--- config.mk ---
export PLATFORM = sky130hd
export DESIGN_NAME = fetch_ctrl
export DESIGN_NICKNAME = d
export VERILOG_FILES = /design/src/rtl/fetch_ctrl_pkg.sv /design/src/rtl/fetch_buf.sv /design/src/rtl/fetch_ctrl.sv
export SDC_FILE = /design/constraint.sdc
export NUM_CORES = 1
export LEC_CHECK = 0
export CAP_MARGIN = 0
export CORE_MARGIN = 5
export CORE_UTILIZATION = 44
export DETAILED_ROUTE_END_ITERATION = 8
export GPL_TIMING_DRIVEN = 0
export HOLD_SLACK_MARGIN = 0.06
export PLACE_DENSITY = 0.8
export SLEW_MARGIN = 20
export SYNTH_ARGS = -nofsm -noshare
export SYNTH_HDL_FRONTEND = slang
export SYNTH_SLANG_ARGS = --single-unit
--- constraint.sdc ---
create_clock -name clk -period 5.4 [get_ports clk]
set_clock_uncertainty 0.05 [all_clocks]
set_input_delay 0.54 -clock clk [delete_from_list [all_inputs] [get_ports clk]]
set_output_delay 0.54 -clock clk [all_outputs]
set_load 0.03 [all_outputs]
--- src/rtl/fetch_ctrl_pkg.sv ---
// Shared core definitions for the instruction fetch front end:
// reset vector default, fetch sequencer state encoding and the canonical NOP.
package fetch_ctrl_pkg;

  localparam logic [31:0] RESET_PC_DEFAULT = 32'h0000_0000;
  localparam logic [31:0] NOP_WORD         = 32'h0000_0013;

  typedef enum logic {
    ST_BOOT = 1'b0,
    ST_RUN  = 1'b1
  } fetch_state_t;

endpackage

--- src/rtl/fetch_buf.sv ---
// DEPTH-entry {pc, ir} FIFO between instruction memory and decode.
// Flush empties the buffer and wins over a same-cycle push or pop.
module fetch_buf #(
  parameter int DEPTH = 2
) (
  input  logic                       clk,
  input  logic                       rst_n,
  input  logic                       flush,
  input  logic                       push,
  input  logic [31:0]                push_pc,
  input  logic [31:0]                push_ir,
  input  logic                       pop,
  output logic [31:0]                head_pc,
  output logic [31:0]                head_ir,
  output logic                       full,
  output logic                       empty,
  output logic [$clog2(DEPTH+1)-1:0] count
);

  localparam int PW = $clog2(DEPTH);
  localparam int CW = $clog2(DEPTH+1);

  logic [PW-1:0] rd_ptr_q;
  logic [PW-1:0] wr_ptr_q;
  logic [CW-1:0] count_q;
  logic [31:0]   pc_mem [DEPTH];
  logic [31:0]   ir_mem [DEPTH];
  logic          push_ok;
  logic          pop_ok;

  function automatic logic [PW-1:0] ptr_inc(input logic [PW-1:0] p);
    return (p == PW'(DEPTH-1)) ? '0 : p + PW'(1);
  endfunction

  assign full    = (count_q == CW'(DEPTH));
  assign empty   = (count_q == '0);
  assign count   = count_q;
  // A push into a full buffer is legal only when the head leaves the same cycle.
  assign push_ok = push && (!full || pop);
  assign pop_ok  = pop && !empty;
  assign head_pc = pc_mem[rd_ptr_q];
  assign head_ir = ir_mem[rd_ptr_q];

  always_ff @(posedge clk or negedge rst_n) begin
    if (!rst_n) begin
      rd_ptr_q <= '0;
      wr_ptr_q <= '0;
      count_q  <= '0;
      for (int i = 0; i < DEPTH; i++) begin
        pc_mem[i] <= '0;
        ir_mem[i] <= '0;
      end
    end else if (flush) begin
      rd_ptr_q <= '0;
      wr_ptr_q <= '0;
      count_q  <= '0;
    end else begin
      if (push_ok) begin
        pc_mem[wr_ptr_q] <= push_pc;
        ir_mem[wr_ptr_q] <= push_ir;
        wr_ptr_q         <= ptr_inc(wr_ptr_q);
      end
      if (pop_ok) begin
        rd_ptr_q <= ptr_inc(rd_ptr_q);
      end
      case ({push_ok, pop_ok})
        2'b10:   count_q <= count_q + CW'(1);
        2'b01:   count_q <= count_q - CW'(1);
        default: count_q <= count_q;
      endcase
    end
  end

endmodule

--- src/rtl/fetch_ctrl.sv ---
// Instruction fetch sequencer: issues sequential fetches with credit-based
// flow control into fetch_buf and handles redirects with an epoch tag.
module fetch_ctrl
  import fetch_ctrl_pkg::*;
#(
  parameter logic [31:0] RESET_PC = RESET_PC_DEFAULT,
  parameter int          DEPTH    = 2
) (
  input  logic        clk,
  input  logic        rst_n,
  output logic        imem_req,
  output logic [31:0] imem_addr,
  input  logic [31:0] imem_rdata,
  input  logic        redirect_valid,
  input  logic [31:0] redirect_pc,
  output logic        out_valid,
  input  logic        out_ready,
  output logic [31:0] out_ir,
  output logic [31:0] out_pc
);

  localparam int CW = $clog2(DEPTH+1);

  fetch_state_t  state_q;
  fetch_state_t  state_d;
  logic [31:0]   fetch_pc_q;
  logic          infl_q;
  logic [31:0]   infl_pc_q;
  logic          infl_epoch_q;
  logic          epoch_q;
  logic          pop;
  logic          push;
  logic          buf_full;
  logic          buf_empty;
  logic [CW-1:0] buf_count;
  logic [CW:0]   occ;

  assign pop       = out_valid && out_ready;
  // Responses from fetches issued before the latest redirect carry a stale epoch.
  assign push      = infl_q && (infl_epoch_q == epoch_q) && !redirect_valid;
  assign out_valid = !buf_empty;
  assign imem_addr = fetch_pc_q;

  always_comb begin
    state_d  = state_q;
    imem_req = 1'b0;
    // Occupancy once this cycle's response lands and the head (if taken) leaves.
    occ      = (CW+1)'(buf_count) + (CW+1)'(infl_q) - (CW+1)'(pop);
    if (state_q == ST_BOOT) begin
      state_d = ST_RUN;
    end else begin
      imem_req = !redirect_valid && (occ < (CW+1)'(DEPTH)) && (!buf_full || pop);
    end
  end

  always_ff @(posedge clk or negedge rst_n) begin
    if (!rst_n) begin
      state_q      <= ST_BOOT;
      fetch_pc_q   <= RESET_PC & ~32'h3;
      infl_q       <= 1'b0;
      infl_pc_q    <= '0;
      infl_epoch_q <= 1'b0;
      epoch_q      <= 1'b0;
    end else begin
      state_q      <= state_d;
      infl_q       <= imem_req;
      infl_pc_q    <= fetch_pc_q;
      infl_epoch_q <= epoch_q;
      if (redirect_valid) begin
        fetch_pc_q <= redirect_pc & ~32'h3;
        epoch_q    <= ~epoch_q;
      end else if (imem_req) begin
        fetch_pc_q <= fetch_pc_q + 32'd4;
      end
    end
  end

  fetch_buf #(
    .DEPTH(DEPTH)
  ) u_buf (
    .clk     (clk),
    .rst_n   (rst_n),
    .flush   (redirect_valid),
    .push    (push),
    .push_pc (infl_pc_q),
    .push_ir (imem_rdata),
    .pop     (pop),
    .head_pc (out_pc),
    .head_ir (out_ir),
    .full    (buf_full),
    .empty   (buf_empty),
    .count   (buf_count)
  );

endmodule

==> results.toml, run 1 <==
[timing]
rsz0062_at_grt = "false"
timing.final.crit_share = 0.869
hold_viol = 0
drv_slew = 0
finalSetupViolations = 0
period_minus_slack_ps = 4690
worst_slew_pin_slew_ps = 771
relSlewSlack = 0.486
fmax_mhz = 213
final.setup.worst_slack_ps = 709
tns_ps = 0

[logic_synthesis]
async_flop_share = 1.00
syn_area_per_cell_um2 = 13.5
synth_ff_type = "dfrtp_1"
yosysSeqAreaShare = 0.576
synthCells = 620
synth_edf_count = 0
synth_warnings = 0
synth_area_mm2 = 0.00834
synth_cell_types = 50
synth_seq_cells = 192

[routing]
drt_first_pass_iters = 6
route.detailed.drc = 0
wl_per_cell_um = 19.4
drtIter0Drc = 480
vias = 5776
finalWirelength_mm = 20.3
via_per_inst = 5.51
final_antenna_net_count = 0

[clock_tree]
cts-buffers-inserted = 17
clock-sinks = 192
cts_max_path_buffers = 2
cts_resized = 0
cts_root_buffer = "clkbuf_16"
postCtsSetupBuffers = 0
clk_pin_slew_worst_paths_ps = 70
cts_hold_buf = 0
clock_latency_ps = 430
htree_levels = 4
cts_tree = "yes"

[layout]
num-nets-final = 873
drive_above_1_share = 0.299
area_growth_pct = 30.1
n_fill_cell = 1510
antenna_cells = 0

[die]
row_count = 50
design.core.area_mm2 = 0.0187
initial_core_util = 0.446
die_y_um = 148
die_area_mm2 = 0.0218
ios = 166
die_w_um = 148

[worst_setup_path]
r2r_slack_ps = 1640
critPathMostFrequentCell = "nand2_1"
critPathMaxStageDelay_ps = 700
cp_max_fo = 11
start_kind = "register"
arrival_ps = 4100
path_class = "reg -> out"
critPathCaptureType = "primary output"
path_cells = "or2_2 -> nand2_1 -> inv_1 -> ha_1 -> nand2b_1 -> fa_1 -> nand2_1 -> or4b_4 -> buf_6 -> inv_2 -> buf_4 -> clkdlybuf4s50_1"
cp_slowest_cell = "clkdlybuf4s50_1"
cp.required_ps = 4810

[job]
max_cap_violations = 0

[global_route]
antenna_found_initial = 0
first_global_vias = 5937
grt-ovfl-total = 0
grt_max_degree = 98
grt_usage = 0.191
grt_pass1_wl_mm = 33.0

[run_status]
status = "completed"

[place]
dp_slack_ps = 915
portBuffers = 159
hpwl_mm = 14.2
finalWeightedCongestion = 0.896

[pwr]
p_leak_nw = 4.74
finalPower_mw = 5.38
peakVddDrop_mv = 0.250
p_per_area_mw_per_mm2 = 496

[worst_hold_path]
hold_class = "in -> async"
[worst paths after layout]
| check | start | end | cells after the start |
|---|---|---|---|
| setup / recovery | u_buf.count[1] | imem_req | 12 |
| hold / removal | rst_n | u_buf.ir_mem[21] | 1 |
| setup reg to reg | u_buf.count[1] | imem_addr[21] | 14 |
| hold reg to reg | imem_addr[31] | infl_pc_q[31] | 0 |
| max in group asynchronous | rst_n | imem_addr[22] | 2 |
| min in group clk | imem_addr[31] | infl_pc_q[31] | 0 |
[worst max-delay path: cells and delay by family (launching register included)]
family                   cells  cell delay (ps)
adder cells (fa/ha/maj)      2              740
buffers and inverters        5             1270
flip-flops                   1              470
AND/OR/NAND/NOR              5             1180
[sequential cells by signal (all words and copies together), names as in the netlist]
register,cells
epoch_q,1
imem_addr,30
infl_epoch_q,1
infl_pc_q,30
infl_q,1
state_q,1
u_buf.count,2
u_buf.ir_mem,64
u_buf.pc_mem,60
u_buf.rd_ptr_q,1
u_buf.wr_ptr_q,1
[kinds of logic after synthesis]
logic type,share of synthesized area
buf+inv,0.0243
compound gates,0.0543
fa+ha+maj,0.00540
flops,0.576
simple gates,0.0800
other cells,0.000901
xor+xnor,0.00420
mux,0.255
[cell usage in the layout (no fill, tap or decap), drive strengths merged, types with 4 or more instances in the layout]
cell and instances:
buf 24, nor2 18, inv 12, conb 5
nor3 6, a21oi 4, dfrtp 192, nand3 20
a221o 7, clkbuf 31, and3 5, mux2 186
o311ai 7, nand2 39, clkdlybuf4s50 158, o21ai 21
nand4 10, nor4 7, o211ai 5, or4 5
a31oi 6, a32oi 4
[layout make-up]
cell class                 count  area [µm²]  share of cell area
multi-input combinational    389        3340               0.308
inverter                       6        22.5             0.00208
clock buffer                  17         425              0.0392
buffer                        36         180              0.0166
timing repair buffer         160        1620               0.150
tap                          234         293              0.0270
clock inverter                14         156              0.0144
sequential                   192        4800               0.443
[cells in the mapped netlist (2+ instances only)]
cell type / number / area, µm²
nand2_1: 39 / 146
a21oi_1: 4 / 20.0
buf_2: 9 / 45.0
xor2_1: 3 / 26.3
a31oi_1: 6 / 37.5
nand4_1: 9 / 56.3
o21ai_0: 21 / 105
a21o_1: 2 / 15.0
o211ai_1: 5 / 37.5
buf_1: 6 / 22.5
mux2i_1: 3 / 30.0
o311ai_0: 7 / 61.3
clkbuf_1: 14 / 52.6
nand3_1: 20 / 100
and4_1: 2 / 17.5
conb_1: 2 / 7.51
and2_1: 2 / 12.5
nor4_1: 6 / 37.5
a221o_1: 7 / 70.1
nand2b_1: 2 / 12.5
buf_6: 2 / 22.5
dfrtp_1: 192 / 4800
ha_1: 2 / 25.0
nor3_1: 6 / 30.0
a32oi_1: 4 / 35.0
inv_1: 5 / 18.8
nor2_1: 18 / 67.6
o21a_1: 2 / 15.0
buf_4: 5 / 37.5
and3_1: 5 / 31.3
mux2_2: 186 / 2090
a22oi_1: 2 / 15.0
or4_1: 5 / 37.5
[through the flow]
| step | hold slack (ps) | instances | util | cell area [µm²] |
|---|---|---|---|---|
| 2_1_floorplan | 194 | 623 | - | 8350 |
| 3_3_place_gp | 360 | 1016 | 0.547 | 10200 |
| 3_5_place_dp | 367 | 1017 | 0.549 | 10300 |
| 4_1_cts | 113 | 1048 | 0.580 | 10800 |
| 5_1_grt | 154 | 1048 | 0.580 | 10800 |
| 6_report | 99.5 | 1048 | 0.580 | 10800 |
[metal layers]
layer | vias up | wire, µm | track usage
li1 | 2628 | - | -
met2 | 254 | 9710 | 0.308
met3 | 26 | 1380 | 0.0509
met4 | 0 | 269 | 0.0522
met5 | - | 0 | 0
met1 | 2868 | 8920 | 0.257
[power breakdown]
part           internal [mW]  total [mW]  switching, mW
Clock                  0.689        1.25          0.559
Sequential              1.85        2.09          0.242
Combinational           1.01        2.04           1.02
No activity file was read; power rests on OpenSTA's default activity.
==> inputs of run 2 (changes only) <==
- SLEW_MARGIN: 20 -> unset
==> results of run 2 <==
Same layout as run 1: the final DEF is identical, and so are final timing and power.
